[src/rtl/phase_detector.sv]
// Counting phase detector for the Tiny-PLL loop: emits one signed, saturated error word per ref/fb edge pair.
// Optional: define PHASE_DET_DEADZONE_EN to report a one-cycle separation as 0 instead of +/-1.
module phase_detector #(
  parameter int SYNC_STAGES = 2,
  parameter int TIMEOUT     = 31
) (
  input  logic              clk,
  input  logic              rst_n,
  input  logic              enable,
  input  logic              ref_in,
  input  logic              fb_in,
  output logic signed [3:0] error_out,
  output logic              sample_en,
  output logic              cycle_slip
);

  typedef enum logic [1:0] {
    IDLE,
    WAIT_FB,
    WAIT_REF
  } state_t;

  localparam logic [7:0]        TIMEOUT_K = 8'(TIMEOUT);
  localparam logic signed [3:0] ERR_MAX   = 4'sd7;
  localparam logic signed [3:0] ERR_MIN   = -4'sd7;

  logic [SYNC_STAGES-1:0] ref_sync;
  logic [SYNC_STAGES-1:0] fb_dly;
  logic                   ref_prev;
  logic                   fb_prev;
  logic                   ref_edge;
  logic                   fb_edge;

  state_t     state;
  logic [7:0] n;
  logic [7:0] k;
  logic [3:0] mag;
  logic [3:0] err_lag;
  logic [3:0] err_lead;

  // fb_in is already in the clk domain; its delay line only matches the ref synchronizer latency.
  always_ff @(posedge clk or negedge rst_n) begin
    if (!rst_n) begin
      ref_sync <= '0;
      fb_dly   <= '0;
      ref_prev <= 1'b0;
      fb_prev  <= 1'b0;
    end else begin
      // NOTE: non-blocking assignments make every stage take the previous stage's old value,
      // so the chain really is SYNC_STAGES flops deep rather than collapsing into one.
      ref_sync <= {ref_sync[SYNC_STAGES-2:0], ref_in};
      fb_dly   <= {fb_dly[SYNC_STAGES-2:0], fb_in};
      ref_prev <= ref_sync[SYNC_STAGES-1];
      fb_prev  <= fb_dly[SYNC_STAGES-1];
    end
  end

  assign ref_edge = ref_sync[SYNC_STAGES-1] & ~ref_prev;
  assign fb_edge  = fb_dly[SYNC_STAGES-1] & ~fb_prev;

  // k is the elapsed count including the current cycle, so a closing edge is always at k >= 1.
  assign k = n + 8'd1;

  function automatic logic [3:0] clamp_mag(input logic [7:0] kk);
    logic [3:0] m;
    m = (kk > 8'd7) ? 4'd7 : kk[3:0];
`ifdef PHASE_DET_DEADZONE_EN
    if (kk == 8'd1) m = 4'd0;
`endif
    return m;
  endfunction

  assign mag      = clamp_mag(k);
  assign err_lag  = mag;
  assign err_lead = 4'd0 - mag;

  always_ff @(posedge clk or negedge rst_n) begin
    if (!rst_n) begin
      state      <= IDLE;
      n          <= '0;
      error_out  <= '0;
      sample_en  <= 1'b0;
      cycle_slip <= 1'b0;
    end else begin
      // Strobes are single-cycle; error_out is deliberately not defaulted so it holds between strobes.
      sample_en  <= 1'b0;
      cycle_slip <= 1'b0;
      if (!enable) begin
        state <= IDLE;
        n     <= '0;
      end else begin
        unique case (state)
          IDLE: begin
            n <= '0;
            if (ref_edge && fb_edge) begin
              error_out <= '0;
              sample_en <= 1'b1;
            end else if (ref_edge) begin
              state <= WAIT_FB;
            end else if (fb_edge) begin
              state <= WAIT_REF;
            end
          end
          WAIT_FB: begin
            if (fb_edge) begin
              error_out <= signed'(err_lag);
              sample_en <= 1'b1;
              n         <= '0;
              state     <= ref_edge ? WAIT_FB : IDLE;
            end else if (ref_edge) begin
              error_out  <= ERR_MAX;
              sample_en  <= 1'b1;
              cycle_slip <= 1'b1;
              n          <= '0;
            end else if (k == TIMEOUT_K) begin
              error_out  <= ERR_MAX;
              sample_en  <= 1'b1;
              cycle_slip <= 1'b1;
              n          <= '0;
              state      <= IDLE;
            end else begin
              n <= k;
            end
          end
          WAIT_REF: begin
            if (ref_edge) begin
              error_out <= signed'(err_lead);
              sample_en <= 1'b1;
              n         <= '0;
              state     <= fb_edge ? WAIT_REF : IDLE;
            end else if (fb_edge) begin
              error_out  <= ERR_MIN;
              sample_en  <= 1'b1;
              cycle_slip <= 1'b1;
              n          <= '0;
            end else if (k == TIMEOUT_K) begin
              error_out  <= ERR_MIN;
              sample_en  <= 1'b1;
              cycle_slip <= 1'b1;
              n          <= '0;
              state      <= IDLE;
            end else begin
              n <= k;
            end
          end
          default: begin
            state <= IDLE;
            n     <= '0;
          end
        endcase
      end
    end
  end

endmodule

[config.mk]
export PLATFORM = sky130hd
export DESIGN_NAME = phase_detector
export DESIGN_NICKNAME = d
export VERILOG_FILES = /design/src/rtl/phase_detector.sv
export SDC_FILE = /design/constraint.sdc
export NUM_CORES = 1
export LEC_CHECK = 0
export ABC_AREA = 1
export ABC_CLOCK_PERIOD_IN_PS = 1700
export BUFFER_PORTS_ARGS = -buffer_cell sky130_fd_sc_hd__buf_2
export CAP_MARGIN = 40
export CORE_MARGIN = 3
export CORE_UTILIZATION = 52
export DETAILED_ROUTE_END_ITERATION = 10
export PLACE_DENSITY_LB_ADDON = 0.2
export SLEW_MARGIN = 20
export SYNTH_ARGS = -nofsm -noshare
export SYNTH_HDL_FRONTEND = slang
export SYNTH_SLANG_ARGS = --single-unit
[constraint.sdc]
create_clock -name clk -period 1.7 [get_ports clk]
set_input_delay 0.17 -clock clk [delete_from_list [all_inputs] [get_ports clk]]
set_output_delay 0.17 -clock clk [all_outputs]
set_load 0.02 [all_outputs]
# == Yosys cells after proc, flatten, opt, wreduce, memory -nomap -nowiden ==
# Cells that the tools add are included.
# totals
ff_bits,22
inputBits,5
# op_classes
addsub,2
n_lt_le_gt_ge,1
eq_ne,10
n_mux,40
n_bitwise,4
n_reduce_logical,5
# ops
op,count
$mux 8,6
$mux 4,8
$mux 2,10
$ne 4x4->1 const B,5
$pmux 8 s2,1
$pmux 4 s3,1
$mux 1,11
$add 8x1->8 const B,1
$eq 8x5->1 const B,1
$gt 8x3->1 const B,1
$pmux 2 s3,1
$reduce_and 5->1,1
$reduce_and 4->1,1
$sub 1x4->4 const A,1
$ne 3x3->1 const B,1
$pmux 1 s3,1
$reduce_bool 3->1,1
$and 1x1->1,2
$eq 2x1->1 const B,1
$eq 2x2->1 const B,1
$logic_not 2->1,1
$ne 2x2->1 const B,1
$not 1->1,2
$pmux 1 s2,1
$logic_and 1x1->1,1

# == Longest topological paths before layout ==
# Gate-level depths: netlist of the first run.
# depth
ltp_word,7
depth_mapped,17

# == Worst setup path before layout of the first run ==
# Ideal clock, no wire load.
# synth_path
path_type,register -> register
startpoint,register n[0]
endpoint,register error_out[2]
setup_time_ns,0.116
arrival_ns,1.742
path_slack_ns,-0.158
stages_incl_launch_ff,17
n_path_buf,0
period_less_slack_ns,1.858
cell_sequence,dfrtp_1 ha_1 nand2_1 nor2_1 nand2_1 nand2_2 nor2_4 nand3_1 inv_1 ha_1 inv_1 nand4_1 nand2_1 nand2_1 nand2_1 nand2_1 nand2_1
# synth_between
elab_chain_len,6
elab_cells_between_ends,11
# synth_rtl
element,line_no,text
"start, declared",35,logic [7:0] n;
"start signal, assigned",122,n <= k;
"start signal, assigned",143,n <= k;
$add 8x1->8 *,62,assign k = n + 8'd1;
$gt 8x3->1,66,m = (kk > 8'd7) ? 4'd7 : kk[3:0];
$mux 4,66,
$sub 1x4->4,75,assign err_lead = 4'd0 - mag;
$mux 4,126,if (ref_edge) begin
$pmux 4 s3,92,unique case (state)
"end signal, assigned",106,error_out <= signed'(err_lag);
"end signal, assigned",127,error_out <= signed'(err_lead);
"end, declared",12,"output logic signed [3:0] error_out,"
# Every way passes the cells marked *; elsewhere a longest branch is shown, timed or not.
# A chain may end at the register's enable or synchronous reset.

# == Worst setup path in the final report of the first run ==
# Ends and elaborated chain as after synthesis.

==> results of run 1 <==
[flip-flops by register name (all words and copies together), names as in the netlist]
signal,flops
ref_sync,2
n,8
sample_en,1
cycle_slip,1
state,2
ref_prev,1
error_out,4
fb_prev,1
fb_dly,2
[area by class of cell]
| type | count | area (um2) |
|---|---|---|
| flip-flops and latches | 22 | 553.0 |
| fillers | 179 | 568.0 |
| inverters | 22 | 82.58 |
| repair buffers | 36 | 252.7 |
| well taps | 28 | 35.03 |
| clock buffers | 3 | 22.52 |
| clock inverters | 1 | 30.03 |
| multi-input cells | 119 | 753.2 |
[cell families (layout without fill, tap and decap cells)]
| logic type | after synthesis | in the layout | synth area share |
|---|---|---|---|
| buffers and inverters | 25 | 62 | 0.08008 |
| adders and majority gates | 7 | 7 | 0.06673 |
| DFF | 22 | 22 | 0.4194 |
| AOI/OAI and AO/OA | 14 | 14 | 0.06197 |
| xor gates and xnor gates | 1 | 1 | 0.006674 |
| and+or+nand+nor | 97 | 97 | 0.3651 |
[layer usage]
| layer | routed length (um) | global-route usage | vias up | part of all wire |
|---|---|---|---|---|
| li1 | - | - | 588 | - |
| met1 | 1293 | 0.2397 | 589 | 0.41 |
| met2 | 1670 | 0.3840 | 32 | 0.53 |
| met3 | 100 | 0.02784 | 10 | 0.032 |
| met4 | 108 | 0.1254 | 0 | 0.034 |
| met5 | 0 | 0 | - | 0 |
[critical path, stage by stage (launching register included)]
cell,delay [ns]
dfrtp_2,0.48
ha_4,0.20
nand2_4,0.07
nor2_2,0.05
nand2_2,0.07
nand2_2,0.07
nor2_4,0.17
nand2_2,0.08
nor2_4,0.11
ha_4,0.14
inv_2,0.03
nand4_1,0.10
nand2_1,0.06
nand2_1,0.05
nand2_1,0.04
nand2_1,0.06
nand2_1,0.05
[stage by stage]
step	hold slack [ns]	cell area (um2)	utilization	power [uW]
5_1_grt	0.1485	1729	0.7527	1528
4_1_cts	0.1329	1663	0.7239	1441
3_5_place_dp	0.1645	1553	0.6759	1022
3_3_place_gp	0.1562	1553	0.6759	1005
2_1_floorplan	-0.1256	1355	-	908.9
6_report	0.1388	1729	0.7527	1446
[power groups by stage]
| stage | clock, uW | sequential [uW] | combinational (uW) |
|---|---|---|---|
| 6_report | 409 | 602 | 435 |
| 5_1_grt | 441 | 609 | 478 |
| 4_1_cts | 418 | 603 | 421 |
| 3_5_place_dp | 0 | 612 | 410 |
| 3_3_place_gp | 0 | 609 | 397 |
| 2_1_floorplan | 0 | 643 | 266 |
[path summary, 6_finish.rpt]
kind	start	endpoint	slack (ns)	depth (start not counted)
max	n[0]$_DFF_PN0_	error_out[2]$_DFFE_PN0P_	-0.20	16
min	enable	cycle_slip$_DFF_PN0_	0.14	3
max reg2reg	n[0]$_DFF_PN0_	error_out[2]$_DFFE_PN0P_	-0.20	16
min reg2reg	fb_dly[0]$_DFF_PN0_	fb_dly[1]$_DFF_PN0_	0.37	0
max in group asynchronous	rst_n	n[1]$_DFF_PN0_	1.00	2
min in group asynchronous	rst_n	n[5]$_DFF_PN0_	0.33	2
[repair_timing]
| action | CTS | global route |
|---|---|---|
| gates resized for setup | 7 | 10 |
| setup buffers | 2 | 3 |
| pin swaps | 0 | 1 |
| endpoints found under the setup margin | 15 | 15 |
| hold endpoints to repair | 24 | 0 |
| hold buffers | 3 | 0 |
[layout by cell type, fill, tap and decap left out, types with 4 or more instances in the layout]
cell type	n
buf_4	23
nand3_1	5
ha_1	5
buf_2	10
nand3_2	4
inv_2	5
nand2_1	44
nor2_1	13
o21ai_0	4
inv_1	17
a21oi_1	4
nand2_2	10
dfrtp_1	20
nor2_4	4
==> impl_metrics.csv, run 1 <==
group,metric,value,unit
clock_network,clock-sinks,22,
synth,synth_top_cells_by_count,"nand2_1 (50), dfrtp_1 (22), inv_1 (19), nor2_1 (16), nand3_1 (8)",
final_layout,antenna_cells,0,
sta,max_freq,525.2,MHz
pwr,p_int,959.1,uW
critical_path,start_kind,"flop",
pwr,pwr-share-clk,0.283,
min_path,hold_path_class,"primary input to flop",
grt,overflow,0,
final_layout,drive_gt1_frac,0.3744,
sta,setup_viol,11,
grt,antenna_found_initial,0,
critical_path,worstPathRequired,1.93,ns
clock_network,cts_tree,"yes",
clock_network,path_clk_slew,0.13,ns
synth,syn_area,1313,um2
route,num_vias,1219,
grt,grt_pass1_wl,5.271,mm
run_status,violations,"negative setup slack",
route,antenna_left,0,
sta,timing.final.max_slew_violations,0,
pwr,switchingPower,486.9,uW
route,vias_per_cell,5.277,
critical_path,end_kind,"flop",
route,wl_per_cell,13.74,um
synth,synth.distinct_cells,31,
synth,ys_warn_count,0,
place,dpl.hpwl,2.266,mm
final_layout,area_delta_synth_final,31.74,%
sta,grt_setup_unrepaired,"yes",
floorplan,core,2297,um2
floorplan,dieArea,3163,um2
synth,yosys.area.top_type,"dfrtp_1",
sta,relSlewSlack,0.6673,
final_layout,finalNetCount,216,
synth,syn_avg_cell_area,7.907,um2
floorplan,dieHeight,56.24,um
grt,grt_pass1_vias,1243,
synth,synth_edf_count,0,
critical_path,critPathMaxFanout,5,
synth,yosysSeqAreaShare,0.4194,
sta,finalHoldViolCount,0,
route,wl,3.174,mm
place,pre_cts_slack,-0.2503,ns
run,drv_cap,0,
sta,setup_ws,-0.2040,ns
clock_network,clock_latency,0.32,ns
grt,grt_max_degree,23,
pwr,power_density,836.2,nW/um2
clock_network,cts_root_buf,"clkbuf_4",
floorplan,start_util,0.5714,
route,drt_iter0_drc,58,
synth,synth_top_cells_by_area,"dfrtp_1 (42%), nand2_1 (14%), ha_1 (6.7%)",
pwr,p_leak,0.0009229,uW
clock_network,htreeDepth,1,
synth,synth.top_cell.area_share,0.4194,
route,drc,0,
sta,tns,-0.8272,ns
floorplan,die_w,56.24,um
place,gp_congestion,0.8620,
pwr,peakVddDrop,876.3,uV
pwr,pwr-share-comb,0.301,
pwr,swShare,0.3367,
synth,synthFlopType,"dfrtp_1",
critical_path,cp.arrival,2.13,ns
place,port_buffers,10,
synth,yosysMostFrequentCell,"nand2_1",
critical_path,path_class,"flop to flop",
sta,finalCritPeriodShare,1.120,
final_layout,final_cells,231,
sta,final.setup_skew,0.01188,ns
synth,ys_seq_elements,22,
floorplan,row_count,17,
sta,fin_crit,1.904,ns
synth,syn_inst,166,
synth,synth-async-reset-ratio,1.000,
clock_network,clock_path_buffers,2,
run_status,status,"finished with violations",
sta,tightestPinTransition,0.4991,ns
synth,synth_fp_nets,178,
grt,grt_use_total,0.2145,
route,drt-pass1-iter-count,4,
floorplan,pin_count,11,
place,dp_cells,219,
clock_network,cts_buffers,3,
pwr,seqPwrFrac,0.416,
(Power assumes the default switching activity.)
==> run 2, diff against run 1 <==
--- a/config.mk
+++ b/config.mk
@@ -5,7 +5,6 @@
 export SDC_FILE = /design/constraint.sdc
 export NUM_CORES = 1
 export LEC_CHECK = 0
-export ABC_AREA = 1
 export ABC_CLOCK_PERIOD_IN_PS = 1700
 export BUFFER_PORTS_ARGS = -buffer_cell sky130_fd_sc_hd__buf_2
 export CAP_MARGIN = 40
@@ -13,6 +12,7 @@
 export CORE_UTILIZATION = 52
 export DETAILED_ROUTE_END_ITERATION = 10
 export PLACE_DENSITY_LB_ADDON = 0.2
+export RECOVER_POWER = 50
 export SLEW_MARGIN = 20
 export SYNTH_ARGS = -nofsm -noshare
 export SYNTH_HDL_FRONTEND = slang
==> impl_metrics.csv, run 2 <==
group,metric,value,unit
grt,grt_max_degree,23,
clock_network,cts_root_buf,"clkbuf_4",
run_status,violations,"negative setup slack",
critical_path,critical_path_depth,8,
final_layout,finalNetCount,203,
pwr,pwr-share-comb,0.213,
grt,overflow,0,
sta,setup_ws,-0.6677,ns
place,port_buffers,10,
sta,tns,-4.234,ns
clock_network,cts_tree,"yes",
pwr,pwr-share-clk,0.267,
critical_path,path_delay_family,"compound AO/OA/AOI/OAI gates",
route,num_vias,1267,
route,wl,3.756,mm
critical_path,worstPathRequired,1.91,ns
pwr,power_density,570.2,nW/um2
run,drv_cap,0,
synth,yosysSeqAreaShare,0.4159,
sta,max_freq,422.3,MHz
clock_network,htreeDepth,1,
route,vias_per_cell,5.812,
clock_network,clock-sinks,22,
synth,syn_inst,138,
critical_path,crit_slowest_cell,"dfrtp_1",
min_path,hold_path_class,"primary input to flop",
route,drt-pass1-iter-count,4,
sta,setup_viol,14,
sta,timing.final.max_slew_violations,0,
critical_path,path_class,"flop to flop",
final_layout,drive_gt1_frac,0.4526,
floorplan,die_w,56.46,um
floorplan,dieHeight,56.46,um
grt,grt_use_total,0.2348,
route,drc,0,
grt,grt_pass1_wl,5.802,mm
pwr,seqPwrFrac,0.520,
sta,grt_setup_unrepaired,"yes",
final_layout,antenna_cells,0,
critical_path,cp.arrival,2.58,ns
critical_path,cp.buffers_inverters,0,
synth,yosys.area.top_type,"dfrtp_1",
pwr,p_int,771.9,uW
min_path,holdPathStages,3,
run_status,status,"finished with violations",
clock_network,clock_latency,0.31,ns
clock_network,cts_buffers,3,
synth,synth_fp_nets,150,
sta,fin_crit,2.368,ns
synth,synth.top_cell.area_share,0.4159,
route,drt_iter0_drc,54,
sta,relSlewSlack,0.2156,
synth,synth-async-reset-ratio,1.000,
critical_path,max_stage_delay,0.44,ns
pwr,switchingPower,298.9,uW
clock_network,clock_path_buffers,2,
pwr,peakVddDrop,611.9,uV
sta,holdWs,0.1683,ns
critical_path,end_kind,"flop",
final_layout,area_delta_synth_final,41.87,%
synth,syn_avg_cell_area,9.593,um2
sta,tightestPinTransition,1.177,ns
synth,synth_top_cells_by_area,"dfrtp_1 (42%), ha_1 (6.6%), nor2_1 (5.7%)",
sta,finalHoldViolCount,0,
place,dpl.hpwl,2.275,mm
critical_path,critPathMaxFanout,4,
synth,yosysMostFrequentCell,"dfrtp_1",
route,antenna_left,0,
clock_network,path_clk_slew,0.12,ns
final_layout,fin_area,1878,um2
grt,grt_pass1_vias,1294,
pwr,swShare,0.2791,
synth,synthFlopType,"dfrtp_1",
critical_path,reg2reg_depth,8,
synth,ys_seq_elements,22,
final_layout,final_cells,218,
place,placed_area,1617,um2
final_layout,layout_commonest_cell,"buf_4",
critical_path,start_kind,"flop",
synth,synth_edf_count,0,
final_layout,top_regs,"n: 8 flops, error_out: 4 flops",
floorplan,pin_count,11,
place,dp_cells,201,
final_layout,regMostFlops,"n",
place,gp_congestion,0.8454,
final_layout,final_cell_mix,"buf_4 (39), dfrtp_1 (20), nor2_1 (18), nand2_1 (12), buf_2 (9)",
critical_path,crit_chain,"and4_4 -> a211o_4 -> a2111oi_4 -> and2_4 -> ha_4 -> a32o_1 -> o211ai_1 -> o21ai_1",
synth,syn_area,1324,um2
synth,synth_top_cells_by_count,"dfrtp_1 (22), nor2_1 (20), nand2_1 (13), a21oi_1 (9)",
sta,finalCritPeriodShare,1.393,
pwr,p_leak,0.0008479,uW
synth,synth.distinct_cells,39,
sta,final.setup_skew,0.003134,ns
floorplan,dieArea,3187,um2
route,wl_per_cell,17.23,um
floorplan,row_count,17,
synth,ys_warn_count,0,
grt,antenna_found_initial,0,
floorplan,start_util,0.5710,
floorplan,core,2318,um2
final_layout,largest_register_ffs,8,
run 2: power by group through the flow:
| stage | clock, uW | combinational, uW | sequential, uW |
|---|---|---|---|
| final | 286 | 228 | 557 |
| after global routing | 321 | 246 | 559 |
| after CTS | 298 | 206 | 556 |
| after detailed placement | 0 | 194 | 566 |
| after global placement | 0 | 187 | 565 |
| after floorplan | 0 | 103 | 579 |
run 2: kinds of logic after synthesis:
| group | count (synthesis) | share of synthesized area |
|---|---|---|
| AND/OR/NAND/NOR | 56 | 0.2061 |
| adder cells (fa/ha/maj) | 7 | 0.06616 |
| AO/OA/AOI/OAI | 33 | 0.1890 |
| flip-flops | 22 | 0.4159 |
| multiplexers | 3 | 0.02741 |
| buffers and inverters | 11 | 0.05576 |
| XOR/XNOR | 6 | 0.03970 |
run 2: metal layers:
layer | wire length [um] | GRT usage | share of wire | vias up
met3 | 168 | 0.02759 | 0.045 | 17
met4 | 168 | 0.1458 | 0.045 | 0
met1 | 1409 | 0.2692 | 0.38 | 608
met5 | 0 | 0 | 0 | -
met2 | 2009 | 0.4092 | 0.53 | 46
li1 | - | - | - | 596
run 2: path summary, 6_finish.rpt:
kind / from / end / slack, ns
max reg2reg: n[1]$_DFF_PN0_ / error_out[1]$_DFFE_PN0P_ / -0.67
max in group asynchronous: rst_n / n[4]$_DFF_PN0_ / 0.32
min in group asynchronous: rst_n / state[0]$_DFFE_PN0P_ / 0.61
min reg2reg: fb_dly[0]$_DFF_PN0_ / fb_dly[1]$_DFF_PN0_ / 0.37
max: n[1]$_DFF_PN0_ / error_out[1]$_DFFE_PN0P_ / -0.67
min: enable / cycle_slip$_DFF_PN0_ / 0.17
run 2: repair_timing:
action | in CTS | in global routing
gates cloned | 0 | 0
pin swaps | 7 | 9
buffers inserted | 8 | 4
endpoints found under the hold margin | 24 | 0
endpoints found under the setup margin | 14 | 15
gates resized for setup | 13 | 13
hold buffers | 3 | 0
run 2: final cells by class:
type	instances	area [um2]
Fill cell	130	440.4
Timing Repair Buffer	54	394.1
Multi-Input combinational cell	105	840.8
Tap cell	28	35.03
Sequential cell	22	553.0
Inverter	5	18.77
Clock buffer	4	36.28
run 2: stage by stage:
step / utilization / setup WS (ns) / total power (uW)
2_1_floorplan: - / -0.5906 / 682.9
3_3_place_gp: 0.6972 / -0.6038 / 752.3
3_5_place_dp: 0.6972 / -0.6898 / 759.9
4_1_cts: 0.7717 / -0.6224 / 1060
5_1_grt: 0.8100 / -0.8286 / 1127
6_report: 0.8100 / -0.6677 / 1071
run 2: worst min-delay path, stage by stage:
cell and delay, ns:
buf_2 0.13, nand2_1 0.10, a211oi_2 0.04
